File: config.mk
export PLATFORM = sky130hd
export DESIGN_NAME = store_narrow_rmw_flat
export DESIGN_NICKNAME = d
export VERILOG_FILES = /design/src/rtl/store_narrow_rmw_pkg.sv /design/src/rtl/store_narrow_rmw_if.sv /design/src/rtl/store_narrow_rmw_lane_merge.sv /design/src/rtl/store_narrow_rmw.sv /design/src/flat_wrapper.sv
export SDC_FILE = /design/constraint.sdc
export NUM_CORES = 1
export LEC_CHECK = 0
export ABC_CLOCK_PERIOD_IN_PS = 5500
export CORE_MARGIN = 3
export CORE_UTILIZATION = 51
export DETAILED_ROUTE_END_ITERATION = 6
export GPL_TIMING_DRIVEN = 0
export PLACE_DENSITY = 0.86
export SLEW_MARGIN = 10
export SYNTH_ARGS = -nofsm -noshare
export SYNTH_HDL_FRONTEND = slang
export SYNTH_SLANG_ARGS = --single-unit
File: constraint.sdc
create_clock -name clk -period 5.5 [get_ports clk]
set_clock_uncertainty 0.2 [all_clocks]
set_input_delay 1.65 -clock clk [delete_from_list [all_inputs] [get_ports clk]]
set_output_delay 1.65 -clock clk [all_outputs]
set_load 0.02 [all_outputs]
File: src/rtl/store_narrow_rmw_pkg.sv
// Shared definitions for the narrow store unit: size codes, FSM state
// encodings, lane-select constants and the request legality check.
package store_narrow_rmw_pkg;

    localparam logic [1:0] SZ_BYTE = 2'b00;
    localparam logic [1:0] SZ_HALF = 2'b01;
    localparam logic [1:0] SZ_WORD = 2'b10;
    localparam logic [1:0] SZ_RSVD = 2'b11;

    localparam logic [2:0] ST_IDLE = 3'd0;
    localparam logic [2:0] ST_RD   = 3'd1;
    localparam logic [2:0] ST_WAIT = 3'd2;
    localparam logic [2:0] ST_WR   = 3'd3;
    localparam logic [2:0] ST_ERR  = 3'd4;

    localparam logic [3:0] BE_LANE0 = 4'b0001;
    localparam logic [3:0] BE_LOHALF = 4'b0011;
    localparam logic [3:0] BE_HIHALF = 4'b1100;
    localparam logic [3:0] BE_WORD = 4'b1111;

    // Reserved size or an address not aligned to the access size.
    function automatic logic badRequest(
        input logic [1:0] size,
        input logic [1:0] lane
    );
        logic bad;
        bad = 1'b0;
        unique case (1'b1)
            size == SZ_RSVD: bad = 1'b1;
            size == SZ_HALF: bad = lane[0];
            size == SZ_WORD: bad = (lane != 2'b00);
            size == SZ_BYTE: bad = 1'b0;
        endcase
        return bad;
    endfunction

endpackage

File: src/rtl/store_narrow_rmw_if.sv
// Store request and data-memory bus bundle for store_narrow_rmw.
// slave: the store unit; master: requester plus data memory.
interface store_narrow_rmw_if #(
    parameter int ADDR_W = 32
);
    logic              req_valid;
    logic              req_ready;
    logic [ADDR_W-1:0] req_addr;
    logic [31:0]       req_wdata;
    logic [1:0]        req_size;
    logic              done;
    logic              err;
    logic              mem_re;
    logic              mem_we;
    logic [ADDR_W-3:0] mem_addr;
    logic [31:0]       mem_rdata;
    logic [31:0]       mem_wdata;
    logic [3:0]        mem_be;

    modport slave (
        input  req_valid, req_addr, req_wdata, req_size, mem_rdata,
        output req_ready, done, err, mem_re, mem_we,
        output mem_addr, mem_wdata, mem_be
    );

    modport master (
        output req_valid, req_addr, req_wdata, req_size, mem_rdata,
        input  req_ready, done, err, mem_re, mem_we,
        input  mem_addr, mem_wdata, mem_be
    );

endinterface

File: src/rtl/store_narrow_rmw_lane_merge.sv
// store_lane_merge: combinational lane placement for sub-word stores.
// Ports: oldWord/wdata/size/lane in; merged (RMW word), repl, be out.
module store_lane_merge
    import store_narrow_rmw_pkg::*;
(
    input  logic [31:0] oldWord,
    input  logic [31:0] wdata,
    input  logic [1:0]  size,
    input  logic [1:0]  lane,
    output logic [31:0] merged,
    output logic [31:0] repl,
    output logic [3:0]  be
);

    always_comb begin
        repl = wdata;
        be   = BE_WORD;
        case (size)
            SZ_BYTE: begin
                repl = {4{wdata[7:0]}};
                be   = BE_LANE0 << lane;
            end
            SZ_HALF: begin
                repl = {2{wdata[15:0]}};
                be   = lane[1] ? BE_HIHALF : BE_LOHALF;
            end
            default: ;
        endcase
    end

    // Replicated data lands in every lane; enables pick which survive.
    always_comb begin
        merged = oldWord;
        for (int i = 0; i < 4; i++) begin
            if (be[i]) begin
                merged[8*i +: 8] = repl[8*i +: 8];
            end
        end
    end

endmodule

File: src/rtl/store_narrow_rmw.sv
// store_narrow_rmw: narrows sb/sh/sw data into word-wide data memory,
// using read-modify-write for sub-word stores.
// Ports: clk, reset_n (async, active-low), bus (store_narrow_rmw_if.slave).
// Macro STORE_NARROW_BE_EN: byte-enable writes replace read-modify-write.
module store_narrow_rmw
    import store_narrow_rmw_pkg::*;
#(
    parameter int ADDR_W     = 32,
    parameter int MEM_RD_LAT = 1
) (
    input  logic clk,
    input  logic reset_n,
    store_narrow_rmw_if.slave bus
);

    localparam logic [1:0] LAT_LOAD = 2'(MEM_RD_LAT - 1);

`ifdef STORE_NARROW_BE_EN
    localparam bit BE_EN = 1'b1;
`else
    localparam bit BE_EN = 1'b0;
`endif

    logic [2:0]        state;
    logic [1:0]        cnt;
    logic [1:0]        laneReg;
    logic [1:0]        sizeReg;
    logic [31:0]       wdataReg;
    logic [31:0]       memWdata;
    logic [ADDR_W-3:0] memAddr;

    logic        idle;
    logic [31:0] mWdata;
    logic [1:0]  mSize;
    logic [1:0]  mLane;
    logic [31:0] merged;
    logic [31:0] repl;
    logic [3:0]  laneBe;

    assign idle = (state == ST_IDLE);

    // While idle the merger sees the incoming request so direct writes
    // can be formed on accept; afterwards it sees the latched store.
    assign mWdata = idle ? bus.req_wdata : wdataReg;
    assign mSize  = idle ? bus.req_size : sizeReg;
    assign mLane  = idle ? bus.req_addr[1:0] : laneReg;

    store_lane_merge uMerge (
        .oldWord (bus.mem_rdata),
        .wdata   (mWdata),
        .size    (mSize),
        .lane    (mLane),
        .merged  (merged),
        .repl    (repl),
        .be      (laneBe)
    );

`ifdef STORE_NARROW_BE_EN
    logic [3:0] memBe;
`endif

    always_ff @(posedge clk or negedge reset_n) begin
        if (!reset_n) begin
            state    <= ST_IDLE;
            cnt      <= 2'd0;
            laneReg  <= 2'd0;
            sizeReg  <= SZ_BYTE;
            wdataReg <= 32'd0;
            memWdata <= 32'd0;
            memAddr  <= '0;
`ifdef STORE_NARROW_BE_EN
            memBe    <= BE_WORD;
`endif
        end else begin
            unique case (state)
                ST_IDLE: begin
                    if (bus.req_valid) begin
                        memAddr  <= bus.req_addr[ADDR_W-1:2];
                        laneReg  <= bus.req_addr[1:0];
                        sizeReg  <= bus.req_size;
                        wdataReg <= bus.req_wdata;
                        if (badRequest(bus.req_size,
                                       bus.req_addr[1:0])) begin
                            state <= ST_ERR;
                        end else if (BE_EN ||
                                     bus.req_size == SZ_WORD) begin
                            memWdata <= repl;
`ifdef STORE_NARROW_BE_EN
                            memBe    <= laneBe;
`endif
                            state    <= ST_WR;
                        end else begin
                            state <= ST_RD;
                        end
                    end
                end
                ST_RD: begin
                    cnt   <= LAT_LOAD;
                    state <= ST_WAIT;
                end
                ST_WAIT: begin
                    if (cnt == 2'd0) begin
                        memWdata <= merged;
                        state    <= ST_WR;
                    end else begin
                        cnt <= cnt - 2'd1;
                    end
                end
                ST_WR:   state <= ST_IDLE;
                ST_ERR:  state <= ST_IDLE;
                default: state <= ST_IDLE;
            endcase
        end
    end

    assign bus.req_ready = idle;
    assign bus.mem_re    = (state == ST_RD);
    assign bus.mem_we    = (state == ST_WR);
    assign bus.done      = (state == ST_WR);
    assign bus.err       = (state == ST_ERR);
    assign bus.mem_addr  = memAddr;
    assign bus.mem_wdata = memWdata;

`ifdef STORE_NARROW_BE_EN
    assign bus.mem_be = memBe;
`else
    assign bus.mem_be = BE_WORD;
    logic unusedBe;
    assign unusedBe = ^laneBe;
`endif

endmodule

File: src/flat_wrapper.sv
// flat-port wrapper written by rule: the top's interface ports become plain ports
module store_narrow_rmw_flat import store_narrow_rmw_pkg::*;
#(
    parameter int ADDR_W     = 32,
    parameter int MEM_RD_LAT = 1
)
  (clk, reset_n, bus_req_valid, bus_req_addr, bus_req_wdata, bus_req_size, bus_mem_rdata, bus_req_ready, bus_done, bus_err, bus_mem_re, bus_mem_we, bus_mem_addr, bus_mem_wdata, bus_mem_be);
  store_narrow_rmw_if #(.ADDR_W(ADDR_W)) bus_i ();
  input  logic clk;
  input  logic reset_n;
  input wire logic [$bits(bus_i.req_valid)-1:0] bus_req_valid;
  input wire logic [$bits(bus_i.req_addr)-1:0] bus_req_addr;
  input wire logic [$bits(bus_i.req_wdata)-1:0] bus_req_wdata;
  input wire logic [$bits(bus_i.req_size)-1:0] bus_req_size;
  input wire logic [$bits(bus_i.mem_rdata)-1:0] bus_mem_rdata;
  output wire logic [$bits(bus_i.req_ready)-1:0] bus_req_ready;
  output wire logic [$bits(bus_i.done)-1:0] bus_done;
  output wire logic [$bits(bus_i.err)-1:0] bus_err;
  output wire logic [$bits(bus_i.mem_re)-1:0] bus_mem_re;
  output wire logic [$bits(bus_i.mem_we)-1:0] bus_mem_we;
  output wire logic [$bits(bus_i.mem_addr)-1:0] bus_mem_addr;
  output wire logic [$bits(bus_i.mem_wdata)-1:0] bus_mem_wdata;
  output wire logic [$bits(bus_i.mem_be)-1:0] bus_mem_be;
  assign bus_i.req_valid = bus_req_valid;
  assign bus_i.req_addr = bus_req_addr;
  assign bus_i.req_wdata = bus_req_wdata;
  assign bus_i.req_size = bus_req_size;
  assign bus_i.mem_rdata = bus_mem_rdata;
  assign bus_req_ready = bus_i.req_ready;
  assign bus_done = bus_i.done;
  assign bus_err = bus_i.err;
  assign bus_mem_re = bus_i.mem_re;
  assign bus_mem_we = bus_i.mem_we;
  assign bus_mem_addr = bus_i.mem_addr;
  assign bus_mem_wdata = bus_i.mem_wdata;
  assign bus_mem_be = bus_i.mem_be;
  store_narrow_rmw #(.ADDR_W(ADDR_W), .MEM_RD_LAT(MEM_RD_LAT)) u_core (.clk(clk), .reset_n(reset_n), .bus(bus_i));
endmodule
=== Word-level counts from Yosys, hierarchy flattened ===
Index checks and enable logic that the tools add are counted.

* Add/subtract/negate cells: 1
* Eq/ne operators: 13
* Shifts and indexed selects: 1
* Mux-type cells: 25
* Reduce and logical (&&, ||, !) cells: 11

{| class="wikitable"
|+ Operators with widths
! kind !! number
|-
| $mux W32 || 5
|-
| $pmux W32 S2 || 2
|-
| $mux W8 || 4
|-
| $mux W3 || 3
|-
| $pmux W3 S3 || 1
|-
| $mux W2 || 4
|-
| $ne A2 B2 Y1 const B || 4
|-
| $pmux W4 S2 || 1
|-
| $eq A3 B2 Y1 const B || 2
|-
| $logic_not A2 Y1 || 3
|-
| $reduce_and A2 Y1 || 3
|-
| $reduce_bool A2 Y1 || 3
|-
| $reduce_and A5 Y1 || 1
|-
| $eq A2 B1 Y1 const B || 2
|-
| $eq A2 B2 Y1 const B || 2
|-
| $mux W4 || 1
|-
| $pmux W1 S4 || 1
|-
| $pmux W2 S2 || 1
|-
| $shl A1 B2 Y4 const A || 1
|-
| $eq A3 B1 Y1 const B || 1
|-
| $eq A3 B3 Y1 const B || 1
|-
| $logic_not A3 Y1 || 1
|-
| $mux W1 || 2
|-
| $ne A2 B1 Y1 const B || 1
|-
| $sub A2 B1 Y2 const B || 1
|}

* Register bits after elaboration: 103
* Input bits: 101
* Output and inout port bits: 71
* Word-level logic and storage cells: 58

=== Longest topological paths before layout ===
Gate-level depths: netlist (run 1).

* Word-level depth: 8
* Gate-level depth with buffers: 8
* Depth with buffers taken out: 5

=== By module ===
A second synthesis (run 1) with hierarchy kept.

* Cell total of the unflattened synthesis: 422
* Area, all modules: 6068.3 µm²

{| class="wikitable"
|+ Modules (own cells, without submodules)
! module !! times used !! cells each !! area each (µm²) !! sequential area each (µm²)
|-
| store_narrow_rmw || 1 || 324 || 5019.8 || 2577.5
|-
| store_lane_merge || 1 || 98 || 1048.5 || 0.0
|}

=== Worst setup path after synthesis (run 1) ===
OpenSTA, ideal clock, no wires.

* Path type: input to register
* Start: in bus_req_size[1]
* End: reg u_core.memWdata[2], in the netlist u_core.bus.mem_wdata[2]
* Setup time: 125 ps
* Arrival time: 3001 ps
* Required time: 5175 ps
* Setup slack: 2174 ps
* Cell stages on the path: 8
* Buffers on the path: 4
* Path through: buf_2 -> nor2b_1 -> a32o_1 -> buf_2 -> and2_1 -> buf_2 -> buf_6 -> mux2_4

* Longest elaborated chain between the ends: 6
* Elaborated cells on any way between the ends: 17
* Classes of those cells: eq/ne (6); mux (8); reduce/logical (3)

{| class="wikitable"
|+ Ends and longest elaborated chain
! element !! line !! RTL
|-
| start: declaration || flat_wrapper.sv:14 || <nowiki>input wire logic [$bits(bus_i.req_size)-1:0] bus_req_size;</nowiki>
|-
| $eq A2 B2 Y1, or another cell as far along || store_narrow_rmw_pkg.sv:31, store_narrow_rmw.sv:86 ||
|-
| $pmux W1 S4, or another cell as far along || store_narrow_rmw_pkg.sv:28 || <nowiki>unique case (1'b1)</nowiki>
|-
| $mux W1 or $pmux W4 S2 (tied branches) || store_narrow_rmw.sv:77, store_narrow_rmw_lane_merge.sv:18 ||
|-
| $mux W1 or $mux W8 (tied branches) || store_narrow_rmw.sv:75, store_narrow_rmw_lane_merge.sv:35 ||
|-
| $ne A2 B2 Y1 (no source line) or $mux W32 (tied branches) || - ||
|-
| $reduce_and A5 Y1 (no source line) or $pmux W32 S2 (tied branches) || - ||
|-
| end signal: assignment || store_narrow_rmw.sv:87 || <nowiki>memWdata <= repl;</nowiki>
|-
| end signal: assignment || store_narrow_rmw.sv:103 || <nowiki>memWdata <= merged;</nowiki>
|-
| end: declaration || store_narrow_rmw.sv:29 || <nowiki>logic [31:0] memWdata;</nowiki>
|}

Several ways; a longest one is shown, not always the timed one. The select of a mux whose other input is x is not followed.
A chain may end at the register's enable or synchronous reset.

=== Worst setup path after layout (run 1) ===
* Start: reg u_core.state[2]
* End: out bus_req_ready

* Longest elaborated chain between the ends: 1

{| class="wikitable"
|+ Ends and longest elaborated chain
! element !! line !! RTL
|-
| start: declaration || store_narrow_rmw.sv:24 || <nowiki>logic [2:0] state;</nowiki>
|-
| start signal: assignment || store_narrow_rmw.sv:64 || <nowiki>state <= ST_IDLE;</nowiki>
|-
| start signal: assignment || store_narrow_rmw.sv:84 || <nowiki>state <= ST_ERR;</nowiki>
|-
| start signal: assignment || store_narrow_rmw.sv:91 || <nowiki>state <= ST_WR;</nowiki>
|-
| $logic_not A3 Y1 || store_narrow_rmw.sv:40 || <nowiki>assign idle = (state == ST_IDLE);</nowiki>
|-
| end: declaration || flat_wrapper.sv:16 || <nowiki>output wire logic [$bits(bus_i.req_ready)-1:0] bus_req_ready;</nowiki>
|}

Every way passes these cells.

==> results of run 1 <==
-- worst paths after layout --
path | start | to | slack, ps
worst min-delay path | u_core.wdataReg[30] | u_core.wdataReg[30] | 290
worst min register to register | u_core.wdataReg[30] | u_core.wdataReg[30] | 290
worst max-delay path | u_core.state[2] | bus_req_ready | 1230
min in group asynchronous | reset_n | u_core.cnt[0] | 950
max in group asynchronous | reset_n | u_core.bus.mem_wdata[25] | 3510
worst max register to register | u_core.state[2] | u_core.bus.mem_wdata[12] | 3170
-- area by class of cell --
| class | count | area share (%) |
|---|---|---|
| buffer | 47 | 3.08 |
| clock buffer | 10 | 1.69 |
| clock inverter | 6 | 0.613 |
| inverter | 20 | 0.994 |
| multi-input combinational | 437 | 34.9 |
| sequential | 103 | 34.1 |
| tap | 136 | 2.25 |
| timing repair buffer | 167 | 22.4 |
-- sequential cells by signal, summed over array words and instances, names as in the netlist --
register	cells
u_core.bus.mem_wdata	32
u_core.wdataReg	32
u_core.bus.mem_addr	30
u_core.state	3
u_core.cnt	2
u_core.laneReg	2
u_core.sizeReg	2
-- routing by layer --
| layer | wire length [um] | GRT usage [%] | vias up |
|---|---|---|---|
| met5 | 0 | 0 | - |
| met4 | 425 | 9.88 | 0 |
| met3 | 1610 | 5.81 | 42 |
| met2 | 8540 | 50.3 | 305 |
| met1 | 7370 | 40.0 | 2530 |
| li1 | - | - | 2408 |
-- worst max-delay path, cell delays in order (launching register included) --
cell	delay (ps)
dfrtp_1	490
or3_4	380
inv_1	210
buf_2	310
clkdlybuf4s50_1	660
-- metrics by stage --
stage / setup TNS (ps) / power [uW] / instances / setup slack, ps
floorplan: 0 / 2970 / 607 / 2170
global placement: -128660 / 3910 / 909 / -1260
detailed placement: 0 / 4020 / 910 / 1530
CTS: 0 / 4470 / 926 / 1220
global route: 0 / 4760 / 926 / 1140
finish: 0 / 4480 / 926 / 1230
-- Yosys cell counts, types with 2 or more instances --
| master | number | area share, % |
|---|---|---|
| nor3b_1 | 3 | 0.41 |
| buf_2 | 18 | 1.6 |
| nor2_1 | 8 | 0.55 |
| o211ai_1 | 16 | 2.2 |
| buf_1 | 3 | 0.20 |
| a22o_1 | 4 | 0.64 |
| buf_4 | 5 | 0.68 |
| o221ai_1 | 8 | 1.3 |
| clkbuf_1 | 19 | 1.3 |
| a31oi_1 | 8 | 0.91 |
| mux2_4 | 12 | 3.3 |
| o21a_1 | 10 | 1.4 |
| o21ai_0 | 10 | 0.91 |
| inv_1 | 20 | 1.4 |
| nand2_1 | 226 | 15 |
| and2_1 | 2 | 0.23 |
| a311oi_1 | 9 | 1.4 |
| a21oi_1 | 9 | 0.82 |
| mux2i_1 | 24 | 4.4 |
| mux2_2 | 25 | 5.1 |
| a211o_1 | 8 | 1.3 |
| nor2b_1 | 12 | 1.4 |
| o22a_1 | 8 | 1.3 |
| buf_6 | 2 | 0.41 |
| a211oi_1 | 17 | 2.3 |
| dfrtp_1 | 103 | 47 |
-- cells by family after synthesis --
| family | Yosys count | synth area share (%) |
|---|---|---|
| muxes | 61 | 12.7 |
| DFF | 103 | 46.8 |
| adders and majority gates | 1 | 0.227 |
| AOI/OAI and AO/OA | 115 | 15.6 |
| and+or+nand+nor | 256 | 19.0 |
| other | 1 | 0.0681 |
| buffers and inverters | 67 | 5.59 |
-- where the power goes --
group / internal (uW) / total [uW] / switching (uW) / leakage (uW)
Sequential: 1130 / 1390 / 262 / 0.00126
Clock: 167 / 444 / 276 / 0.0000829
Combinational: 1220 / 2650 / 1430 / 0.00213
==> impl_metrics.ini, run 1 <==
[cts]
ctsRootBufferMaster = clkbuf_8
cts_resized = 0
cts_tree = yes
post_cts.repair.setup_buffers = 0
clkSlewWorstSetupHoldPaths_ps = 90
cts_buffer_depth = 2
hold_buffers = 0
clock_latency_ps = 380
clock-sinks = 103
cts_inserted_buffers = 9
cts-htree-levels = 3

[routing]
vias = 5285
drtIter0Drc = 329
routedWlPerCell_um = 19.4
drc = 0
route.antenna.remaining_nets = 0
wirelength_um = 17900
drtPass1Iterations = 5
vias_per_cell = 5.71

[sta]
post-route-period-util_pct = 77.7
hold_viol = 0
slew_headroom_pct = 48.5
fmax_mhz = 234
min_period_ps = 4270
drv_slew = 0
max_slew.worst_pin.slew_ps = 767
finalSetupViolCount = 0
whs_ps = 287
rsz0062_at_grt = no

[floorplanning]
die_h_um = 110
io-pin-count = 172
initial_core_util_pct = 52.9
die_w_um = 110
core_area_mm2 = 0.0104
dieArea_mm2 = 0.0121
num_rows = 37

[power_and_ir_drop]
max-vdd-ir-drop_mv = 0.278
power_density_mw_per_mm2 = 593
p_leak_uw = 0.00347

[final_layout]
final_common_cell = nand2_1
n_fill_cell = 789
design_area_mm2 = 0.00755
layout_common_cells = nand2_1 (226), clkdlybuf4s50_1 (165), dfrtp_1 (103)
area_delta_synth_final_pct = 37.1
drive_gt1_share_pct = 10.6
layout.nets = 887
register_area_mm2 = 0.00258
utilization_pct = 72.5
antenna_cells = 0
multi_input_area_mm2 = 0.00263

[placement]
dpl_cell_area_mm2 = 0.00738
port_buffers = 166
dp_hpwl_um = 13500
place.gp.congestion = 0.938

[logic_synthesis]
netlist_instances = 604
synth_ff_type = dfrtp_1
syn_area_per_cell_um2 = 9.12
ys_seq_area_share_pct = 46.8
synth_edf_count = 0
synth_cell_types = 41
synth_area_mm2 = 0.00551
async_flop_share_pct = 100
synth-seq-cells = 103
yosysWarnings = 0

[critical_path]
rr_worst_depth = 5
path_max_fanout = 10
arrival_ps = 2420
critPathLaunchType = register
cp-end-kind = output port
worstPathRequired_ps = 3650
criticalPathCategory = reg2out

[global_route]
grt_max_degree = 72
grt_pass1_vias = 5380
grt_usage_pct = 30.3
grt_overflow_total = 0
grt_antenna_before_repair = 0
grt_pass1_wl_um = 28000

[worst_hold_path]
hold_path_class = reg2reg
worstHoldPathCells = 2

[status]
status = completed

[flow_run]
maxCapViolCount = 0
(Power assumes the default switching activity.)
==> inputs of run 2 (changes only) <==
--- a/config.mk
+++ b/config.mk
@@ -5,12 +5,12 @@
 export SDC_FILE = /design/constraint.sdc
 export NUM_CORES = 1
 export LEC_CHECK = 0
-export ABC_CLOCK_PERIOD_IN_PS = 5500
+export ABC_CLOCK_PERIOD_IN_PS = 3770
 export CORE_MARGIN = 3
-export CORE_UTILIZATION = 51
+export CORE_UTILIZATION = 43
 export DETAILED_ROUTE_END_ITERATION = 6
 export GPL_TIMING_DRIVEN = 0
-export PLACE_DENSITY = 0.86
+export PLACE_DENSITY = 0.77
 export SLEW_MARGIN = 10
 export SYNTH_ARGS = -nofsm -noshare
 export SYNTH_HDL_FRONTEND = slang
==> constraint.sdc (replaced) <==
create_clock -name clk -period 3.77 [get_ports clk]
set_clock_uncertainty 0.2 [all_clocks]
set_input_delay 1.131 -clock clk [delete_from_list [all_inputs] [get_ports clk]]
set_output_delay 1.131 -clock clk [all_outputs]
set_load 0.02 [all_outputs]
==> run 2 against run 1 <==
Wire length shrank 3.7%. Clock power grew 100%. Sequential share of layout area shrank 0.66 points. Register-to-register slack lost 1700 ps. Core utilization shrank 9.7 points. Flip-flop and latch count is the same. Hold slack lost 13 ps. Setup slack lost 1200 ps. Highest routed layer unchanged. Total power grew 50%. Via count shrank 2.9%. Clock-buffer cell count shrank 1. Critical endpoint unchanged. Die area grew 18%.
==> impl_metrics.ini, run 2 (synthesis results as in run 1) <==
[floorplanning]
num_rows = 40
dieArea_mm2 = 0.0142
die_h_um = 119
die_w_um = 119
core_area_mm2 = 0.0123
initial_core_util_pct = 44.9
io-pin-count = 172

[global_route]
grt_max_degree = 56
grt_usage_pct = 24.6
use_met1_pct = 33.2
grt_overflow_total = 0
gr-usage-met3_pct = 5.56
grt_pass1_vias = 5300
top_usage_layer = met2
use_met2_pct = 39.4
grt_pass1_wl_um = 27900
grt_antenna_before_repair = 0

[sta]
slew_headroom_pct = 53.7
finalSetupViolCount = 0
rsz0062_at_grt = no
post-route-period-util_pct = 98.3
hold_viol = 0
drv_slew = 0
fmax_mhz = 270
fin_ws_ps = 63.6
min_period_ps = 3710
max_slew.worst_pin.slew_ps = 689

[worst_hold_path]
worstHoldPathCells = 2
hold_path_class = reg2reg
hold_end = u_core.wdataReg[27]
min_from = u_core.wdataReg[27]

[critical_path]
worstPathRequired_ps = 2440
crit_slowest_cell = clkdlybuf4s50_1
max_stage_delay_ps = 670
criticalPathCategory = reg2out
path_max_fanout = 10
arrival_ps = 2380
r2r_slack_ps = 1520
reg2reg_from = u_core.state[0]
cp-end-kind = output port
crit_chain = or3_4, inv_1, buf_2, clkdlybuf4s50_1
r2r-end = u_core.bus.mem_wdata[23]
critPathLaunchType = register
rr_worst_depth = 6

[final_layout]
layout_common_cells = nand2_1 (226), clkdlybuf4s50_1 (165), dfrtp_1 (103)
area_delta_synth_final_pct = 39.8
layout.nets = 887
utilization_pct = 62.8
drive_gt1_share_pct = 10.8
final_common_cell = nand2_1
antenna_cells = 0

[routing]
drtPass1Iterations = 5
routedWlPerCell_um = 18.0
route.antenna.remaining_nets = 0
wirelength_um = 17300
drtIter0Drc = 381
vias = 5134
drc = 0
vias_per_cell = 5.36

[power_and_ir_drop]
p_leak_uw = 0.00352
max-vdd-ir-drop_mv = 0.381
power_density_mw_per_mm2 = 874
p_total_uw = 6730

[placement]
port_buffers = 166
place.gp.congestion = 0.963
dp_worst_setup_slack_ps = 324
dp_hpwl_um = 13000

[cts]
cts_tree = yes
cts_resized = 0
clkSlewWorstSetupHoldPaths_ps = 70
cts_inserted_buffers = 9
post_cts.repair.setup_buffers = 0
cts_buffer_depth = 2
cts-htree-levels = 3
clock-sinks = 103
ctsRootBufferMaster = clkbuf_16
clock_latency_ps = 350
hold_buffers = 0

[flow_run]
maxCapViolCount = 0

[status]
status = completed
[run 2: critical path, delay by kind of cell (launching register included)]
family / cells / cell delay [ps]
flip-flops: 1 / 480
buffers and inverters: 3 / 1150
AND/OR/NAND/NOR: 1 / 390
[run 2: power breakdown]
group          switching [uW]  leakage (uW)  internal [uW]
Sequential                365       0.00126           1640
Clock                     445      0.000128            454
Combinational            2040       0.00213           1780
Total                    2850       0.00352           3880
[run 2: per-layer routing]
metal / vias up / part of all wire, %
met4: 0 / 1.6
met5: - / 0
met1: 2461 / 44
li1: 2413 / -
met3: 26 / 7.6
met2: 234 / 47
[run 2: how the worst max path moves through the flow]
stage / startpoint / to / slack, ps
floorplan: bus_req_size[1] / u_core.bus.mem_wdata[2] / 960
global placement: reset_n / u_core.bus.mem_addr[25] / -2570
detailed placement: bus_req_size[0] / u_core.bus.mem_wdata[26] / 320
CTS: u_core.state[2] / bus_req_ready / 60
global route: u_core.state[2] / bus_req_ready / 4
finish: u_core.state[2] / bus_req_ready / 60
[run 2: cell type report]
| class | instances | area (um2) |
|---|---|---|
| clock buffers | 9 | 225 |
| fillers | 1038 | 4560 |
| inverters | 20 | 75.1 |
| well taps | 168 | 210 |
| plain buffers | 47 | 233 |
| clock inverters | 7 | 57.6 |
| repair buffers | 167 | 1690 |
| flip-flops and latches | 103 | 2580 |
| multi-input cells | 437 | 2630 |
[run 2: through the flow]
step	area, um2	std cells	setup TNS, ps	hold WS, ps
after floorplan	5520	607	0	240
after global placement	7390	941	-263530	251
after detailed placement	7420	942	0	260
after CTS	7700	958	0	278
after global routing	7700	958	0	291
final	7700	958	0	274
==> inputs of run 3 (changes only) <==
--- a/config.mk
+++ b/config.mk
@@ -7,11 +7,12 @@
 export LEC_CHECK = 0
 export ABC_CLOCK_PERIOD_IN_PS = 3770
 export CORE_MARGIN = 3
-export CORE_UTILIZATION = 43
+export CORE_UTILIZATION = 44
 export DETAILED_ROUTE_END_ITERATION = 6
 export GPL_TIMING_DRIVEN = 0
-export PLACE_DENSITY = 0.77
+export PLACE_DENSITY_LB_ADDON = 0.25
 export SLEW_MARGIN = 10
 export SYNTH_ARGS = -nofsm -noshare
 export SYNTH_HDL_FRONTEND = slang
+export SYNTH_HIERARCHICAL = 1
 export SYNTH_SLANG_ARGS = --single-unit
==> run 3 against run 2 <==
Sequential share of layout area shrank 2.3 points. Clock-buffer cell count up 1. Synthesized cell count is 31% lower. Largest power group unchanged. Highest routed layer unchanged. Combinational power grew 48%.
==> impl_metrics.ini, run 3 <==
[status]
status = completed

[global_route]
grt_overflow_total = 0
grt_pass1_vias = 4523
grt_max_degree = 73
grt_usage_pct = 20.4
grt_antenna_before_repair = 0
grt_pass1_wl_um = 23400

[cts]
ctsRootBufferMaster = clkbuf_16
cts_inserted_buffers = 9
clock-sinks = 103
post_cts.repair.setup_buffers = 0
hold_buffers = 0
cts-htree-levels = 3
cts_buffer_depth = 2
clock_latency_ps = 360
cts_tree = yes
clkSlewWorstSetupHoldPaths_ps = 70
cts_resized = 0

[final_layout]
area_delta_synth_final_pct = 36.5
antenna_cells = 0
final_common_cell = clkdlybuf4s50_1
drive_gt1_share_pct = 37.7
layout.nets = 702
layout_common_cells = clkdlybuf4s50_1 (166), mux2_2 (115), dfrtp_1 (103)

[sta]
fmax_mhz = 276
whs_ps = 286
post-route-period-util_pct = 96.0
drv_slew = 0
finalSetupViolCount = 0
hold_viol = 0
min_period_ps = 3620
final.setup.tns_ps = 0
rsz0062_at_grt = no

[floorplanning]
die_w_um = 123
dieArea_mm2 = 0.0152
die_h_um = 123
num_rows = 42
io-pin-count = 172
initial_core_util_pct = 45.4
core_area_mm2 = 0.0133

[power_and_ir_drop]
power_density_mw_per_mm2 = 1030
p_total_uw = 8520
max-vdd-ir-drop_mv = 0.512
p_leak_uw = 0.00343

[critical_path]
max_stage_delay_ps = 630
criticalPathCategory = reg2out
crit_chain = buf_2, nor3_4, buf_4, buf_4, clkdlybuf4s50_1
critPathLaunchType = register
path_max_fanout = 10
crit_slowest_cell = clkdlybuf4s50_1
arrival_ps = 2290
worstPathRequired_ps = 2440
cp_common_cell = buf_4
rr_worst_depth = 11
cp-end-kind = output port

[worst_hold_path]
worstHoldPathCells = 1
hold_path_class = reg2reg

[logic_synthesis]
synth_area_mm2 = 0.00605
netlist_instances = 418
yosysWarnings = 6
syn_area_per_cell_um2 = 14.5

[placement]
place.gp.congestion = 0.829
port_buffers = 167
dp_hpwl_um = 11400

[routing]
drtPass1Iterations = 4
vias = 4062
vias_per_cell = 5.20
route.antenna.remaining_nets = 0
wirelength_um = 15000
drc = 0
drtIter0Drc = 174
routedWlPerCell_um = 19.2

[flow_run]
maxCapViolCount = 0
-- run 3: cell types whose count changed in the layout (fill, tap and decap cells not counted), sizes merged, moves of 10 or more --
cell | previous run | this run
o211ai | 16 | 1
inv | 21 | 7
mux2i | 24 | 0
nor2b | 12 | 0
a211oi | 17 | 3
nand2 | 226 | 2
o21a | 10 | 0
o21ai | 12 | 2
mux2 | 37 | 222
clkbuf | 28 | 10
buf | 30 | 40
-- run 3: critical path, delay by kind of cell (launching register included) --
family                 cells  cell delay [ps]
flip-flops                 1              370
buffers and inverters      4             1270
AND/OR/NAND/NOR            1              300
-- run 3: through the flow --
step                      area [um2]  utilization [%]  instances  setup WS, ps
after detailed placement        7990             59.8        765          -126
after floorplan                 6060                -        421           467
after global placement          7960             59.6        764         -2580
final                           8270             61.9        781           153
after global routing            8270             61.9        781          29.9
after CTS                       8270             61.9        781           127
-- run 3: path summary, 6_finish.rpt --
kind	startpoint	endpoint	slack [ps]
hold reg to reg	u_core/wdataReg[3]	u_core/wdataReg[3]	290
max in group asynchronous	reset_n	u_core/wdataReg[10]	2280
hold / removal	u_core/wdataReg[3]	u_core/wdataReg[3]	290
setup / recovery	u_core/state[2]	bus_req_ready	150
setup reg to reg	u_core/state[2]	u_core/bus.mem_wdata[13]	180
min in group asynchronous	reset_n	u_core/bus.mem_addr[23]	440
-- run 3: per-layer routing --
layer,vias up,part of all wire [%],track usage [%]
li1,1885,-,-
met1,2052,41,24.7
met2,109,51,35.5
met3,16,6.1,4.80
met4,0,1.6,6.99
met5,-,0,0
-- run 3: layout make-up --
cell class	count	area (um2)
tap	176	220
timing repair buffer	168	1700
clock buffer	10	229
multi-input combinational	276	3150
sequential	103	2580
clock inverter	6	51.3
fill	1096	5080
inverter	4	15.0
buffer	38	324
-- run 3: report_power, final --
| part | total, uW | switching, uW | internal (uW) |
|---|---|---|---|
| clock | 895 | 436 | 459 |
| sequential | 1960 | 281 | 1680 |
| combinational | 5660 | 2370 | 3290 |
| total | 8520 | 3090 | 5430 |
